===== src/rtl/string_hw_pkg.sv =====
// Shared definitions for the string FIFO accelerator: register map, pop modes, STATUS bit
// positions and the per-byte case transform.
package string_hw_pkg;
  localparam logic [2:0] ADDR_DATA   = 3'd0;
  localparam logic [2:0] ADDR_CTRL   = 3'd1;
  localparam logic [2:0] ADDR_COUNT  = 3'd2;
  localparam logic [2:0] ADDR_STATUS = 3'd3;
  localparam logic [2:0] ADDR_THRESH = 3'd4;

  typedef enum logic [1:0] {MODE_PASS, MODE_UPPER, MODE_LOWER, MODE_REV} mode_e;

  localparam int ST_EMPTY = 0;
  localparam int ST_FULL  = 1;
  localparam int ST_OVF   = 2;
  localparam int ST_UDF   = 3;

  // Case conversion of one ASCII byte; byte reversal is a lane permutation done by the caller.
  function automatic logic [7:0] byte_xform(input logic [7:0] data, input mode_e mode);
    logic [7:0] r;
    r = data;
    case (mode)
      MODE_UPPER: if (data >= 8'h61 && data <= 8'h7A) r = data - 8'h20;
      MODE_LOWER: if (data >= 8'h41 && data <= 8'h5A) r = data + 8'h20;
      default:    r = data;
    endcase
    return r;
  endfunction
endpackage


===== src/rtl/string_fifo_avalon_if.sv =====
// Avalon-MM slave bus plus level interrupt of the string FIFO.
interface string_fifo_avalon_if #(parameter int DATA_W = 32);
  logic              chipselect;
  logic [2:0]        address;
  logic              write;
  logic [DATA_W-1:0] writedata;
  logic              read;
  logic [DATA_W-1:0] readdata;
  logic              irq;

  modport master(output chipselect, address, write, writedata, read, input readdata, irq);
  modport slave (input chipselect, address, write, writedata, read, output readdata, irq);
endinterface


===== src/rtl/string_fifo_core.sv =====
// Word FIFO with a combinational head output, separate occupancy count and synchronous clear.
module string_fifo_core #(
  parameter int DATA_W = 32,
  parameter int DEPTH  = 16,
  parameter int CNT_W  = $clog2(DEPTH+1)
) (
  input  logic              clk,
  input  logic              reset_n,
  input  logic              push,
  input  logic              pop,
  input  logic              clear,
  input  logic [DATA_W-1:0] din,
  output logic [DATA_W-1:0] dout,
  output logic [CNT_W-1:0]  count,
  output logic              full,
  output logic              empty
);
  localparam int PTR_W = $clog2(DEPTH);

  logic [DATA_W-1:0] mem [DEPTH];
  logic [PTR_W-1:0]  wr_ptr, rd_ptr;

  assign dout  = mem[rd_ptr];
  assign full  = (count == CNT_W'(DEPTH));
  assign empty = (count == '0);

  // Storage is deliberately left out of reset.
  always_ff @(posedge clk)
    if (push && !full && !clear) mem[wr_ptr] <= din;

  always_ff @(posedge clk or negedge reset_n) begin
    if (!reset_n) begin
      wr_ptr <= '0;
      rd_ptr <= '0;
      count  <= '0;
    end else if (clear) begin
      wr_ptr <= '0;
      rd_ptr <= '0;
      count  <= '0;
    end else begin
      if (push && !full) wr_ptr <= wr_ptr + PTR_W'(1);
      if (pop && !empty) rd_ptr <= rd_ptr + PTR_W'(1);
      case ({push && !full, pop && !empty})
        2'b10:   count <= count + CNT_W'(1);
        2'b01:   count <= count - CNT_W'(1);
        default: count <= count;
      endcase
    end
  end
endmodule


===== src/rtl/string_fifo_avalon.sv =====
// Avalon-MM register front-end for the string FIFO: decode, CTRL/THRESH, sticky flags,
// transformed pop data and the level-threshold interrupt.
module string_fifo_avalon
  import string_hw_pkg::*;
#(
  parameter int DATA_W = 32,
  parameter int DEPTH  = 16
) (
  input  logic                 clk,
  input  logic                 reset_n,
  string_fifo_avalon_if.slave  bus
);
  localparam int NB    = DATA_W / 8;
  localparam int CNT_W = $clog2(DEPTH+1);

  logic              wr_acc, rd_acc, is_data;
  logic              push, pop, clear, full, empty;
  logic [DATA_W-1:0] dout, xdata, rdata_nxt, readdata;
  logic [CNT_W-1:0]  count, thresh;
  mode_e             mode;
  logic              irq_en, ovf, udf, irq;

  // A write beats a simultaneous read; the read half is dropped entirely.
  assign wr_acc  = bus.chipselect & bus.write;
  assign rd_acc  = bus.chipselect & bus.read & ~bus.write;
  assign is_data = (bus.address == ADDR_DATA);
  assign push    = wr_acc & is_data;
  assign pop     = rd_acc & is_data;
  assign clear   = wr_acc & (bus.address == ADDR_CTRL) & bus.writedata[3];

  string_fifo_core #(.DATA_W(DATA_W), .DEPTH(DEPTH), .CNT_W(CNT_W)) u_core (
    .clk(clk), .reset_n(reset_n), .push(push), .pop(pop), .clear(clear),
    .din(bus.writedata), .dout(dout), .count(count), .full(full), .empty(empty)
  );

  for (genvar g = 0; g < NB; g++) begin : g_lane
    assign xdata[8*g +: 8] = (mode == MODE_REV) ? dout[8*(NB-1-g) +: 8]
                                                : byte_xform(dout[8*g +: 8], mode);
  end

  always_comb begin
    rdata_nxt = '0;
    if (rd_acc) begin
      case (bus.address)
        ADDR_DATA:   if (!empty) rdata_nxt = xdata;
        ADDR_CTRL:   rdata_nxt[2:0] = {irq_en, mode};
        ADDR_COUNT:  rdata_nxt[CNT_W-1:0] = count;
        ADDR_STATUS: rdata_nxt[3:0] = {udf, ovf, full, empty};
        ADDR_THRESH: rdata_nxt[CNT_W-1:0] = thresh;
        default:     rdata_nxt = '0;
      endcase
    end
  end

  always_ff @(posedge clk or negedge reset_n) begin
    if (!reset_n) begin
      mode     <= MODE_PASS;
      irq_en   <= 1'b0;
      thresh   <= '0;
      ovf      <= 1'b0;
      udf      <= 1'b0;
      readdata <= '0;
      irq      <= 1'b0;
    end else begin
      readdata <= rdata_nxt;
      irq      <= irq_en && (count >= thresh) && (thresh != '0);
      if (wr_acc) begin
        case (bus.address)
          ADDR_CTRL: begin
            mode   <= mode_e'(bus.writedata[1:0]);
            irq_en <= bus.writedata[2];
          end
          ADDR_STATUS: begin
            if (bus.writedata[ST_OVF]) ovf <= 1'b0;
            if (bus.writedata[ST_UDF]) udf <= 1'b0;
          end
          ADDR_THRESH: thresh <= bus.writedata[CNT_W-1:0];
          default: ;
        endcase
      end
      if (push && full)  ovf <= 1'b1;
      if (pop  && empty) udf <= 1'b1;
    end
  end

  assign bus.readdata = readdata;
  assign bus.irq      = irq;
endmodule


===== src/flat_wrapper.sv =====
// flat-port wrapper written by rule: the top's interface ports become plain ports
module string_fifo_avalon_flat import string_hw_pkg::*;
#(
  parameter int DATA_W = 32,
  parameter int DEPTH  = 16
)
  (clk, reset_n, bus_chipselect, bus_address, bus_write, bus_writedata, bus_read, bus_readdata, bus_irq);
  string_fifo_avalon_if #(.DATA_W(DATA_W)) bus_i ();
  input  logic clk;
  input  logic reset_n;
  input wire logic [$bits(bus_i.chipselect)-1:0] bus_chipselect;
  input wire logic [$bits(bus_i.address)-1:0] bus_address;
  input wire logic [$bits(bus_i.write)-1:0] bus_write;
  input wire logic [$bits(bus_i.writedata)-1:0] bus_writedata;
  input wire logic [$bits(bus_i.read)-1:0] bus_read;
  output wire logic [$bits(bus_i.readdata)-1:0] bus_readdata;
  output wire logic [$bits(bus_i.irq)-1:0] bus_irq;
  assign bus_i.chipselect = bus_chipselect;
  assign bus_i.address = bus_address;
  assign bus_i.write = bus_write;
  assign bus_i.writedata = bus_writedata;
  assign bus_i.read = bus_read;
  assign bus_readdata = bus_i.readdata;
  assign bus_irq = bus_i.irq;
  string_fifo_avalon #(.DATA_W(DATA_W), .DEPTH(DEPTH)) u_core (.clk(clk), .reset_n(reset_n), .bus(bus_i));
endmodule

===== config.mk =====
export PLATFORM = sky130hd
export DESIGN_NAME = string_fifo_avalon_flat
export DESIGN_NICKNAME = d
export VERILOG_FILES = /design/src/rtl/string_hw_pkg.sv /design/src/rtl/string_fifo_avalon_if.sv /design/src/rtl/string_fifo_core.sv /design/src/rtl/string_fifo_avalon.sv /design/src/flat_wrapper.sv
export SDC_FILE = /design/constraint.sdc
export NUM_CORES = 1
export LEC_CHECK = 0
export ABC_AREA = 1
export CORE_MARGIN = 2
export CORE_UTILIZATION = 50
export CTS_CLUSTER_DIAMETER = 150
export DETAILED_ROUTE_END_ITERATION = 6
export PLACE_DENSITY_LB_ADDON = 0.2
export SYNTH_ARGS = -nofsm -noshare
export SYNTH_HDL_FRONTEND = slang
export SYNTH_HIERARCHICAL = 1
export SYNTH_SLANG_ARGS = --single-unit

===== constraint.sdc =====
create_clock -name clk -period 7.1 [get_ports clk]
set_input_delay 1.065 -clock clk [delete_from_list [all_inputs] [get_ports clk]]
set_output_delay 1.065 -clock clk [all_outputs]
set_load 0.02 [all_outputs]

==> results_dict.tcl <==
set metrics [dict create \
    root_buffer "clkbuf_16" \
    gr-total-overflow 0 \
    setup_viol 0 \
    clkTransAtPathRegs_ns 0.06 \
    cp_data_arrival_time_ns 5.01 \
    die_x_um 224 \
    power.total_uw 9340 \
    cp-start-kind "flop" \
    worstPathCellList "inv_6, buf_12, nor2_1, nor2_1, o21ai_0, o211ai_1, nand3_1, nand2_1, inv_1, ha_1, nand2_1, inv_1, nand3_1, nand3_1, nand2_1, nand2_1, nand3_1, nand3_1, nand2_1, inv_1" \
    cts_resized 0 \
    drv_slew 0 \
    crit_fanout 131 \
    drtIter0Drc 1841 \
    yosys.area.top_type "edfxtp_1" \
    worst_pin_slew_ns 1.21 \
    ys.flop_type "edfxtp_1" \
    setup_slack_ns 2.59 \
    r2r_slack_ns 2.59 \
    first_global_vias 15584 \
    drt-wirelength-per-cell_um 21.6 \
    crit_type "reg2reg" \
    hold_slack_ns 0.489 \
    async_reset_ff_frac 0.0986 \
    outcome "finished clean" \
    cp_slowest_cell "inv_6" \
    cellPowerDensity_nw_per_um2 342 \
    std_cell_rows 80 \
    syn_area_um2 24300 \
    timing.rr.end "u_core/bus.readdata[21]" \
    cts_max_path_buffers 3 \
    vdd_ir_drop_max_v 0.000213 \
    grt_max_degree 190 \
    end_kind "flop" \
    grt_setup_unrepaired "no" \
    hpwl_um 32000 \
    antenna_found_initial 3 \
    reg2reg_depth 20 \
    ys_seq_area_frac 0.691 \
    ys_warn_count 6 \
    yosysUniqueCellTypes 41 \
    timing.rr.start "u_core/u_core/rd_ptr[0]" \
    vias_per_cell 5.87 \
    die_y_um 224 \
    finalCriticalPeriod_ns 4.51 \
    dpl_worst_slack_ns 2.73 \
    layout_common_cells "512 x edfxtp_1, 405 x nor2_1, 259 x o21ai_0, 173 x nand2_1, 128 x o211ai_1" \
    initial_utilization 0.508 \
    synth_edf_count 512 \
    dieArea_um2 50400 \
    antenna_left 0 \
    crit_required_ns 7.60 \
    synth.top_cell.area_share 0.633 \
    h-tree-depth 2 \
    vias 16382 \
    portBuffers 72 \
    gp_congestion 0.895 \
    io_pins 73 \
    drt_wl_total_um 60400 \
    grt_use_total 0.242 \
    route.detailed.drc 0 \
    hold_end "u_core/thresh[1]" \
    finalCritPeriodShare 0.635 \
    fin_skew_ns 0.0249 \
    hold_path.class "reg2reg" \
    p_leak_uw 0.00960 \
    cts_setup_buffers 0 \
    syn_inst 2090 \
    worstHoldPathCells 2 \
    holdBufCountCts 0 \
    worstHoldStart "u_core/thresh[1]" \
    area_growth_pct 12.4 \
    drt_first_pass_iters 6 \
    cts.sink_count 568 \
    clock_latency_ns 0.61 \
    synth_area_leaders "edfxtp_1 63%, nor2_1 6.3%, dfrtp_1 5.8%" \
    relSlewSlack 0.196 \
    final_common_cell "edfxtp_1" \
    cts_tree "yes" \
    syn_nets 2159 \
    syn_avg_cell_area_um2 11.6 \
    grt_pass1_wl_um 92400 \
    core_area_um2 47800 \
    hold_viol 0 \
    ys_ff_latch 568 \
    cts_buffers 57 \
    max-cap-violations 0 \
    cp_slowest_stage_delay_ns 0.85 \
    max_freq_mhz 222 \
    setup_tns_ns 0 \
    drive_gt1_frac 0.0754 \
    nets 2199 \
]
==> worst max path at each step <==
stage	startpoint	end	slack (ns)	cells past startpoint
2_1_floorplan	bus_address[2]	u_core/u_core/mem[1][0]	2.59	7
5_1_grt	u_core/u_core/rd_ptr[0]	u_core/bus.readdata[21]	2.30	20
3_3_place_gp	u_core/u_core/rd_ptr[0]	u_core/bus.readdata[23]	2.94	20
4_1_cts	u_core/u_core/rd_ptr[0]	u_core/bus.readdata[21]	2.70	20
3_5_place_dp	u_core/u_core/rd_ptr[0]	u_core/bus.readdata[21]	2.73	20
6_report	u_core/u_core/rd_ptr[0]	u_core/bus.readdata[21]	2.59	20
==> sequential cells by signal, indices dropped and copies added, names as in the netlist <==
signal,flops
u_core/ovf,1
u_core/irq_en,1
u_core/u_core/rd_ptr,4
u_core/mode,2
u_core/bus.readdata,32
u_core/u_core/mem,512
u_core/u_core/count,5
u_core/bus.irq,1
u_core/udf,1
u_core/thresh,5
u_core/u_core/wr_ptr,4
==> metal layers <==
| layer | part of all wire | up-vias | wire (um) | track usage |
|---|---|---|---|---|
| li1 | - | 7529 | - | - |
| met1 | 0.42 | 8061 | 25400 | 0.331 |
| met2 | 0.48 | 656 | 28800 | 0.399 |
| met3 | 0.075 | 134 | 4510 | 0.0374 |
| met4 | 0.029 | 2 | 1730 | 0.0803 |
| met5 | 0.00020 | - | 12 | 0 |
==> area by class of cell <==
cell class,instances,area (um2)
Tap cell,615,769
Sequential cell,568,16800
Inverter,119,457
Fill cell,3845,20500
Clock inverter,35,337
Clock buffer,68,1490
Antenna cell,2,5.00
Multi-Input combinational cell,1282,6500
Timing Repair Buffer,102,966
==> cells in the mapped netlist (2+ instances only) <==
cell type / n
buf_6: 11
o22ai_1: 8
clkbuf_1: 54
nor2_2: 12
edfxtp_1: 512
nor2_1: 409
o21ai_1: 26
nor2_4: 2
o21ai_0: 259
clkbuf_2: 3
nand3_1: 115
nand2_1: 173
o21bai_1: 3
nand2_2: 6
ha_1: 28
nand3b_1: 3
nor3_1: 16
xnor2_1: 7
nand4_1: 6
buf_1: 7
a21oi_1: 54
o211ai_1: 128
buf_4: 11
a211oi_1: 19
inv_1: 111
buf_2: 33
inv_2: 5
dfrtp_1: 56
==> worst max-delay path: cells and delay by family (launching register included) <==
kind / cells / cell delay, ns
simple gates: 12 / 1.27
fa+ha+maj: 1 / 0.23
buf+inv: 5 / 1.58
compound gates: 2 / 0.24
flops: 1 / 0.76
==> power by group <==
group	switching (uW)	leakage, uW	internal, uW	total (uW)
combinational	1830	0.00336	747	2580
clock	1230	0.000891	1710	2940
sequential	121	0.00535	3700	3820
==> metrics by stage <==
stage / std cells / utilization / area [um2]
final: 2791 / 0.571 / 27300
after global placement: 2686 / 0.533 / 25500
after floorplan: 2090 / - / 24300
after detailed placement: 2686 / 0.533 / 25500
after global routing: 2790 / 0.571 / 27300
after CTS: 2789 / 0.571 / 27300
==> cell families after synthesis <==
logic type / after synthesis / share of synthesized area
AND/OR/NAND/NOR: 745 / 0.126
flip-flops: 568 / 0.691
buffers and inverters: 240 / 0.0452
XOR/XNOR: 7 / 0.00252
multiplexers: 1 / 0.000464
adder cells (fa/ha/maj): 29 / 0.0152
AO/OA/AOI/OAI: 500 / 0.119
Note: power is estimated with default switching activity, not from simulation.
